File: config.mk
export PLATFORM = sky130hd
export DESIGN_NAME = spi_mem_burst
export DESIGN_NICKNAME = d
export VERILOG_FILES = /design/src/rtl/spi_mem_burst.sv
export SDC_FILE = /design/constraint.sdc
export NUM_CORES = 1
export LEC_CHECK = 0
export CAP_MARGIN = 20
export CELL_PAD_IN_SITES_DETAIL_PLACEMENT = 2
export CELL_PAD_IN_SITES_GLOBAL_PLACEMENT = 2
export CORE_UTILIZATION = 38
export DETAILED_ROUTE_END_ITERATION = 8
export GPL_TIMING_DRIVEN = 0
export PLACE_DENSITY = 0.81
export SYNTH_ARGS = -nofsm -noshare
export SYNTH_HDL_FRONTEND = slang
export SYNTH_SLANG_ARGS = --single-unit
File: constraint.sdc
create_clock -name clk -period 4.67 [get_ports clk]
set_clock_uncertainty 0.05 [all_clocks]
set_input_delay 0.934 -clock clk [delete_from_list [all_inputs] [get_ports clk]]
set_output_delay 0.934 -clock clk [all_outputs]
set_load 0.03 [all_outputs]
File: src/rtl/spi_mem_burst.sv
// SPI mode-0 memory master: READ/WRITE command, ADDR_W-bit address, then a burst
// of len+1 data bytes, with CLK_DIV clk cycles per SCLK half-period.
module spi_mem_burst #(
  parameter int ADDR_W  = 16,
  parameter int LEN_W   = 4,
  parameter int CLK_DIV = 1
) (
  input  logic              clk,
  input  logic              rst,
  input  logic              start,
  input  logic              write,
  input  logic [ADDR_W-1:0] addr,
  input  logic [LEN_W-1:0]  len,
  input  logic [7:0]        wdata,
  output logic              wdata_ack,
  output logic [7:0]        rdata,
  output logic              rdata_valid,
  output logic              busy,
  output logic              done,
  output logic              sclk,
  output logic              cs,
  output logic              mosi,
  input  logic              miso
);

  // Command, address and first data byte travel through one shifter, MSB first.
  localparam int SHIFT_W = ADDR_W + 16;
  localparam int DIV_W   = (CLK_DIV > 1) ? $clog2(CLK_DIV) : 1;
  localparam int BIT_W   = $clog2(ADDR_W);

  localparam logic [7:0]       CMD_READ  = 8'h03;
  localparam logic [7:0]       CMD_WRITE = 8'h02;
  localparam logic [DIV_W-1:0] DIV_LAST  = DIV_W'(CLK_DIV - 1);
  localparam logic [BIT_W-1:0] ADDR_LAST = BIT_W'(ADDR_W - 1);
  localparam logic [BIT_W-1:0] BYTE_LAST = BIT_W'(7);

  typedef enum logic [2:0] {
    ST_IDLE  = 3'd0,
    ST_CMD   = 3'd1,
    ST_ADDR  = 3'd2,
    ST_WDATA = 3'd3,
    ST_RDATA = 3'd4,
    ST_GUARD = 3'd5
  } state_t;

  state_t             state_r,    state_s;
  logic [DIV_W-1:0]   div_cnt_r,  div_cnt_s;
  logic [BIT_W-1:0]   bit_cnt_r,  bit_cnt_s;
  logic [LEN_W-1:0]   byte_cnt_r, byte_cnt_s;
  logic [SHIFT_W-1:0] shift_r,    shift_s;
  logic [6:0]         rx_r,       rx_s;
  logic [7:0]         rdata_r,    rdata_s;
  logic               write_r,    write_s;
  logic               sclk_r,     sclk_s;
  logic               cs_r,       cs_s;
  logic               busy_r,     busy_s;
  logic               done_r,     done_s;
  logic               wack_r,     wack_s;
  logic               rvalid_r,   rvalid_s;

  // Next-state and next-output logic of the transaction sequencer.
  always_comb begin
    state_s    = state_r;
    div_cnt_s  = div_cnt_r;
    bit_cnt_s  = bit_cnt_r;
    byte_cnt_s = byte_cnt_r;
    shift_s    = shift_r;
    rx_s       = rx_r;
    rdata_s    = rdata_r;
    write_s    = write_r;
    sclk_s     = sclk_r;
    cs_s       = cs_r;
    busy_s     = busy_r;
    done_s     = 1'b0;
    wack_s     = 1'b0;
    rvalid_s   = 1'b0;
    case (state_r)
      ST_IDLE: begin
        if (start) begin
          state_s    = ST_CMD;
          write_s    = write;
          byte_cnt_s = len;
          bit_cnt_s  = BYTE_LAST;
          div_cnt_s  = '0;
          sclk_s     = 1'b0;
          cs_s       = 1'b0;
          busy_s     = 1'b1;
          shift_s    = {(write ? CMD_WRITE : CMD_READ), addr, (write ? wdata : 8'h00)};
          wack_s     = write;
        end else begin
          cs_s    = 1'b1;
          sclk_s  = 1'b0;
          busy_s  = 1'b0;
          shift_s = '0;
        end
      end
      ST_CMD, ST_ADDR, ST_WDATA, ST_RDATA: begin
        if (div_cnt_r != DIV_LAST) begin
          div_cnt_s = div_cnt_r + DIV_W'(1);
        end else if (!sclk_r) begin
          // End of low phase: sclk rises on this edge, so miso is sampled here.
          div_cnt_s = '0;
          sclk_s    = 1'b1;
          rx_s      = {rx_r[5:0], miso};
          if ((state_r == ST_RDATA) && (bit_cnt_r == '0)) begin
            rdata_s  = {rx_r, miso};
            rvalid_s = 1'b1;
          end else begin
            rvalid_s = 1'b0;
          end
        end else begin
          div_cnt_s = '0;
          sclk_s    = 1'b0;
          shift_s   = shift_r << 1;
          if (bit_cnt_r != '0) begin
            bit_cnt_s = bit_cnt_r - BIT_W'(1);
          end else begin
            case (state_r)
              ST_CMD: begin
                state_s   = ST_ADDR;
                bit_cnt_s = ADDR_LAST;
              end
              ST_ADDR: begin
                state_s   = write_r ? ST_WDATA : ST_RDATA;
                bit_cnt_s = BYTE_LAST;
              end
              ST_WDATA, ST_RDATA: begin
                if (byte_cnt_r == '0) begin
                  state_s = ST_GUARD;
                  cs_s    = 1'b1;
                end else begin
                  byte_cnt_s = byte_cnt_r - LEN_W'(1);
                  bit_cnt_s  = BYTE_LAST;
                  // Next write byte is taken as the previous one leaves the line.
                  if (state_r == ST_WDATA) begin
                    shift_s = {wdata, {(SHIFT_W - 8){1'b0}}};
                    wack_s  = 1'b1;
                  end else begin
                    wack_s  = 1'b0;
                  end
                end
              end
              default: begin
                state_s = ST_IDLE;
              end
            endcase
          end
        end
      end
      ST_GUARD: begin
        if (div_cnt_r == DIV_LAST) begin
          state_s   = ST_IDLE;
          div_cnt_s = '0;
          busy_s    = 1'b0;
          done_s    = 1'b1;
        end else begin
          div_cnt_s = div_cnt_r + DIV_W'(1);
        end
      end
      default: begin
        state_s = ST_IDLE;
        cs_s    = 1'b1;
        sclk_s  = 1'b0;
        busy_s  = 1'b0;
        shift_s = '0;
      end
    endcase
  end

  // State and output registers with asynchronous reset.
  always_ff @(posedge clk or posedge rst) begin
    if (rst) begin
      state_r    <= ST_IDLE;
      div_cnt_r  <= '0;
      bit_cnt_r  <= '0;
      byte_cnt_r <= '0;
      shift_r    <= '0;
      rx_r       <= '0;
      rdata_r    <= 8'h00;
      write_r    <= 1'b0;
      sclk_r     <= 1'b0;
      cs_r       <= 1'b1;
      busy_r     <= 1'b0;
      done_r     <= 1'b0;
      wack_r     <= 1'b0;
      rvalid_r   <= 1'b0;
    end else begin
      state_r    <= state_s;
      div_cnt_r  <= div_cnt_s;
      bit_cnt_r  <= bit_cnt_s;
      byte_cnt_r <= byte_cnt_s;
      shift_r    <= shift_s;
      rx_r       <= rx_s;
      rdata_r    <= rdata_s;
      write_r    <= write_s;
      sclk_r     <= sclk_s;
      cs_r       <= cs_s;
      busy_r     <= busy_s;
      done_r     <= done_s;
      wack_r     <= wack_s;
      rvalid_r   <= rvalid_s;
    end
  end

  assign mosi        = shift_r[SHIFT_W-1];
  assign sclk        = sclk_r;
  assign cs          = cs_r;
  assign busy        = busy_r;
  assign done        = done_r;
  assign wdata_ack   = wack_r;
  assign rdata       = rdata_r;
  assign rdata_valid = rvalid_r;

endmodule

==> results of run 1 <==
==> stage by stage <==
| stage | std cells | cell area (um2) |
|---|---|---|
| after floorplan | 277 | 3170 |
| after global placement | 426 | 3770 |
| after detailed placement | 426 | 3770 |
| after CTS | 442 | 3980 |
| after global routing | 442 | 3980 |
| final | 442 | 3980 |
==> layer usage <==
metal | wire length (um) | share of wire, % | vias up | global-route usage, %
li1 | - | - | 1149 | -
met1 | 4200 | 48 | 1286 | 28.7
met2 | 4310 | 49 | 38 | 37.4
met3 | 226 | 2.6 | 5 | 4.80
met4 | 70 | 0.79 | 0 | 5.64
met5 | 0 | 0 | - | 0
==> final cells by class <==
class                           count  area share (%)
Multi-Input combinational cell    180            35.3
Clock buffer                       10            3.20
Clock inverter                      6            2.07
Sequential cell                    65            40.9
Timing Repair Buffer               47            11.8
Buffer                             18            2.17
Inverter                           14            1.38
Tap cell                          102            3.20
==> cell usage in the layout (no fill, tap or decap), drive strengths merged, types with 2 or more instances in the layout <==
| master | count |
|---|---|
| a211oi | 4 |
| or3b | 3 |
| a21o | 18 |
| dfrtp | 64 |
| nor2 | 7 |
| clkinv | 3 |
| bufinv | 2 |
| a21oi | 10 |
| clkdlybuf4s50 | 47 |
| buf | 14 |
| o211ai | 2 |
| clkbuf | 14 |
| o22a | 2 |
| a22o | 16 |
| o21ai | 16 |
| o21bai | 2 |
| nor2b | 2 |
| a31oi | 2 |
| nand2 | 15 |
| inv | 14 |
| a221o | 7 |
| and3 | 8 |
| a211o | 2 |
| nor3 | 4 |
| a2bb2oi | 3 |
| nor3b | 4 |
| mux2 | 16 |
| o21ba | 2 |
| nand3 | 3 |
| ha | 3 |
| nand3b | 2 |
| mux2i | 12 |
==> worst min-delay path by stage <==
stage	start	endpoint	slack [ns]	cells after the start
floorplan	shift_r[9]$_DFFE_PP0P_	shift_r[10]$_DFFE_PP0P_	0.40	1
global placement	cs$_DFFE_PP1P_	cs$_DFFE_PP1P_	0.40	2
detailed placement	shift_r[18]$_DFFE_PP0P_	shift_r[19]$_DFFE_PP0P_	0.42	1
CTS	shift_r[8]$_DFFE_PP0P_	shift_r[9]$_DFFE_PP0P_	0.43	1
global route	cs$_DFFE_PP1P_	cs$_DFFE_PP1P_	0.44	2
finish	cs$_DFFE_PP1P_	cs$_DFFE_PP1P_	0.43	2
==> logic make-up after synthesis <==
logic type	Yosys count	synth area share [%]
mux	28	9.58
compound gates	96	23.5
simple gates	53	10.1
fa+ha+maj	3	1.18
flops	65	51.3
buf+inv	32	4.38
==> critical path: stages <==
cell             delay [ns]
clkdlybuf4s50_1        0.58
nor4b_2                0.43
clkbuf_1               0.39
buf_2                  0.31
nor2b_1                0.16
a21oi_1                0.05
o21ai_1                0.08
==> sequential cells by signal, indices dropped and copies added (netlist names) <==
name	count
byte_cnt_r	4
write_r	1
bit_cnt_r	4
shift_r	32
busy	1
sclk	1
done	1
rdata_valid	1
cs	1
rx_r	7
wdata_ack	1
rdata	8
state_r	3
==> power breakdown <==
part           internal, uW  switching [uW]
Combinational           402             516
Sequential              759             137
Clock                   298             223
Total                  1460             875
==> impl_metrics.tcl, run 1 <==
set metrics [dict create \
    ys.flop_type "dfrtp_1" \
    clk_path_buf_depth 2 \
    via_count 2478 \
    crit_type "input pin to register" \
    drt_first_pass_iters 4 \
    die_area_um2 8720 \
    hold_violations 0 \
    ant_nets 0 \
    synth_area_leaders "dfrtp_1 (50%), mux2_2 (5.3%), a22o_1 (4.4%), a21o_1 (4.3%), mux2i_1 (3.8%)" \
    clock.fmax_ghz 0.366 \
    grt_pass1_vias 2795 \
    critPathArrivalTime_ns 2.94 \
    reg2reg_from "bit_cnt_r[0]$_DFFE_PP0P_" \
    p_per_area_nw_per_um2 586 \
    yosys_warnings 0 \
    cts_resized 0 \
    synth_commonest_cells "dfrtp_1 (64), a21o_1 (18), a22o_1 (16)" \
    status "finished clean" \
    drc_errors 0 \
    fin_ws_ns 1.94 \
    finalSetupViolCount 0 \
    post_synth.cell_area_avg_um2 11.5 \
    tns_ns 0 \
    syn-instance-count 277 \
    insertion_delay_ns 0.34 \
    cts_tree "yes" \
    yosys_register_bits 65 \
    postCtsSetupBuffers 0 \
    synth_area_um2 3170 \
    wl_per_cell_um 19.9 \
    start_util_pct 40.2 \
    maxCapViolations 0 \
    rsz0062_at_grt "false" \
    diodes 0 \
    grt_usage_pct 22.1 \
    postCtsHoldBufs 0 \
    r2r-end "shift_r[26]$_DFFE_PP0P_" \
    crit_start "start" \
    whs_ns 0.430 \
    cp_max_fo 10 \
    register_area_um2 1630 \
    worst_slew_pin_slew_ns 0.995 \
    crit_path_end "shift_r[24]$_DFFE_PP0P_" \
    dp_hpwl_um 5990 \
    synth_edf_count 0 \
    clk_pin_slew_ns 0.07 \
    period_share_pct 58.5 \
    seq_area_frac_synth_pct 51.3 \
    grt_max_degree 66 \
    die_w_um 93.4 \
    synth_nets 313 \
    portBuffers 47 \
    async_reset_ff_share_pct 100 \
    rr_worst_depth 7 \
    num_rows 32 \
    synth_top_area_share_pct 50.5 \
    worst_setup_path_end_kind "register" \
    gp_congestion 0.780 \
    r2r_slack_ns 2.26 \
    total_power_uw 2330 \
    synth_top_cell_by_area "dfrtp_1" \
    period_minus_slack_ns 2.73 \
    antenna_found_initial 0 \
    fillCellCount 804 \
    fin_util_pct 50.5 \
    multi_input_area_um2 1410 \
    grt_overflow_total 0 \
    die_h_um 93.4 \
    vias_per_cell 5.61 \
    worst_ir_drop_vdd_uv 283 \
    max_slew_margin_pct 33.5 \
    cp-start-kind "input pin" \
    place_ws_ns 1.60 \
    area_growth_pct 25.6 \
    worstHoldPathType "register to register" \
    synth.most_common_cell "dfrtp_1" \
    cts_made_buffers 9 \
    crit_required_ns 4.88 \
    nNetsFinal 371 \
    slew_violations 0 \
    grt_pass1_wl_um 14500 \
    core_um2 7890 \
    routed_wl_um 8810 \
    drive_gt1_share_pct 17.4 \
    synth_cell_types 58 \
    io_pins 48 \
    drt_iter0_drc 66 \
    clock-sinks 65 \
    cts_max_level 3 \
    clock-root-buffer "clkbuf_8" \
    p_leak_uw 0.00187 \
]
(Power assumes the default switching activity.)
==> inputs of run 2 (changes only) <==
--- a/config.mk
+++ b/config.mk
@@ -8,10 +8,10 @@
 export CAP_MARGIN = 20
 export CELL_PAD_IN_SITES_DETAIL_PLACEMENT = 2
 export CELL_PAD_IN_SITES_GLOBAL_PLACEMENT = 2
-export CORE_UTILIZATION = 38
+export CORE_UTILIZATION = 32
 export DETAILED_ROUTE_END_ITERATION = 8
 export GPL_TIMING_DRIVEN = 0
-export PLACE_DENSITY = 0.81
+export PLACE_DENSITY = 0.73
 export SYNTH_ARGS = -nofsm -noshare
 export SYNTH_HDL_FRONTEND = slang
 export SYNTH_SLANG_ARGS = --single-unit
==> constraint.sdc (replaced) <==
create_clock -name clk -period 2.5 [get_ports clk]
set_clock_uncertainty 0.05 [all_clocks]
set_input_delay 0.5 -clock clk [delete_from_list [all_inputs] [get_ports clk]]
set_output_delay 0.5 -clock clk [all_outputs]
set_load 0.03 [all_outputs]
==> run 2 against run 1 <==
Compared with the run above: cell count is 6.1% higher; wire length down 3.6%; sequential power rose by 86%; critical path depth stayed put; non-clock buffer count unchanged; sequential share of layout area shrank 0.27 points; first-iteration DRC count fell by 17%; flip-flop and latch count is the same; worst hold slack got worse by 0.012 ns; die area is 18% higher; count of clock-buffer cells in the layout did not move; register-to-register slack worse by 2.0 ns; critical endpoint is now shift_r[30]$_DFFE_PP0P_; highest routed layer unchanged.
==> impl_metrics.tcl, run 2 (synthesized netlist as in run 1, its figures left out) <==
set metrics [dict create \
    vias_per_cell 5.25 \
    postCtsHoldBufs 0 \
    largest_register_ff_count 32 \
    status "finished clean" \
    layout_common_cells "dfrtp_1 (64), clkdlybuf4s50_1 (47), a21o_1 (18), a22o_1 (16)" \
    area_growth_pct 26.4 \
    clock.fmax_ghz 0.437 \
    worstHoldPathType "register to register" \
    cts_resized 0 \
    portBuffers 47 \
    top_register "shift_r" \
    drt_first_pass_iters 4 \
    max_slew_margin_pct 36.5 \
    diodes 0 \
    total_power_uw 4290 \
    die_w_um 102 \
    clk_pin_slew_ns 0.08 \
    wl_per_cell_um 18.1 \
    drt-met1-wl_um 3940 \
    clock-sinks 65 \
    clk_path_buf_depth 2 \
    rsz0062_at_grt "false" \
    finalSetupViolCount 0 \
    cts_max_level 3 \
    clock-root-buffer "clkbuf_8" \
    io_pins 48 \
    period_minus_slack_ns 2.29 \
    drt_iter0_drc 55 \
    fillCellCount 1014 \
    insertion_delay_ns 0.34 \
    grt_max_degree 66 \
    crit_type "register to register" \
    p_per_area_nw_per_um2 1070 \
    core_um2 9420 \
    die_area_um2 10300 \
    die_h_um 102 \
    hold_violations 0 \
    wl_met3_um 197 \
    cp-start-kind "register" \
    grt_usage_pct 18.0 \
    critPathArrivalTime_ns 2.45 \
    crit_required_ns 2.66 \
    antenna_found_initial 0 \
    via_count 2462 \
    cp_max_fo 8 \
    num_rows 35 \
    maxCapViolations 0 \
    period_share_pct 91.4 \
    start_util_pct 33.7 \
    grt_pass1_vias 2684 \
    worst_slew_pin_slew_ns 0.951 \
    nNetsFinal 371 \
    drc_errors 0 \
    fin_util_pct 42.6 \
    routed_wl_um 8490 \
    postCtsSetupBuffers 0 \
    grt_pass1_wl_um 14000 \
    top_layer_used "met4" \
    final_common_cell "dfrtp_1" \
    slew_violations 0 \
    cts_made_buffers 9 \
    worst_setup_path_end_kind "register" \
    dp_hpwl_um 5870 \
    dr_wl_met2_um 4260 \
    tns_ns 0 \
    grt_overflow_total 0 \
    drive_gt1_share_pct 17.6 \
    gp_congestion 0.732 \
    p_leak_uw 0.00187 \
    worst_ir_drop_vdd_uv 376 \
    ant_nets 0 \
    cts_tree "yes" \
]
==> run 2: cell count changes in the layout (fill, tap and decap cells not counted) <==
cell,before,now
clkinv_2,3,2
clkbuf_1,5,4
bufinv_16,2,1
inv_6,0,2
clkbuf_8,9,10
==> run 2: layout make-up <==
type	instances	area, um2	share of cell area [%]
Sequential cell	65	1630	40.6
Multi-Input combinational cell	180	1410	35.1
Timing Repair Buffer	47	470	11.7
Tap cell	129	161	4.02
Clock buffer	10	138	3.43
Buffer	18	86.3	2.15
Clock inverter	6	65.1	1.62
Inverter	14	55.1	1.37
==> run 2: stage by stage <==
step	std cells	setup slack [ns]	area, um2	hold WS [ns]
after floorplan	277	0.325	3170	0.400
after global placement	453	-0.958	3800	0.405
after detailed placement	453	-0.0950	3810	0.413
after CTS	469	0.161	4010	0.425
after global routing	469	0.0315	4010	0.444
final	469	0.214	4010	0.418
==> run 2: per-layer routing <==
layer	vias up	global-route usage, %
li1	1146	-
met1	1272	22.6
met2	32	31.0
met3	12	4.28
met4	0	4.68
met5	-	0
==> run 2: path summary, 6_finish.rpt <==
| path | startpoint | endpoint | slack (ns) | cells after the start |
|---|---|---|---|---|
| worst max register to register | bit_cnt_r[0]$_DFFE_PP0P_ | shift_r[30]$_DFFE_PP0P_ | 0.21 | 7 |
| worst min-delay path | cs$_DFFE_PP1P_ | cs$_DFFE_PP1P_ | 0.42 | 2 |
| worst min register to register | cs$_DFFE_PP1P_ | cs$_DFFE_PP1P_ | 0.42 | 2 |
| min in group asynchronous | rst | done$_DFF_PP0_ | 0.62 | 2 |
| worst max-delay path | bit_cnt_r[0]$_DFFE_PP0P_ | shift_r[30]$_DFFE_PP0P_ | 0.21 | 7 |
| max in group asynchronous | rst | byte_cnt_r[0]$_DFFE_PP0P_ | 1.24 | 2 |
==> run 2: power breakdown <==
group | total, uW | leakage [uW] | internal, uW | switching, uW
Combinational | 1690 | 0.000926 | 751 | 941
Sequential | 1670 | 0.000839 | 1420 | 253
Clock | 931 | 0.000103 | 491 | 440
Total | 4290 | 0.00187 | 2660 | 1630
==> run 2: worst max-delay path, cell delays in order (launching register included) <==
cell	delay, ns
dfrtp_1	0.38
inv_1	0.12
ha_1	0.23
or3b_1	0.35
buf_2	0.17
nor3_4	0.50
mux2i_1	0.27
o21ai_1	0.08
==> inputs of run 3 (changes only) <==
--- a/config.mk
+++ b/config.mk
@@ -11,6 +11,7 @@
 export CORE_UTILIZATION = 32
 export DETAILED_ROUTE_END_ITERATION = 8
 export GPL_TIMING_DRIVEN = 0
+export HOLD_SLACK_MARGIN = 0.06
 export PLACE_DENSITY = 0.73
 export SYNTH_ARGS = -nofsm -noshare
 export SYNTH_HDL_FRONTEND = slang
==> results of run 3 <==
No change in the layout: final DEF, timing and power equal those of run 2.
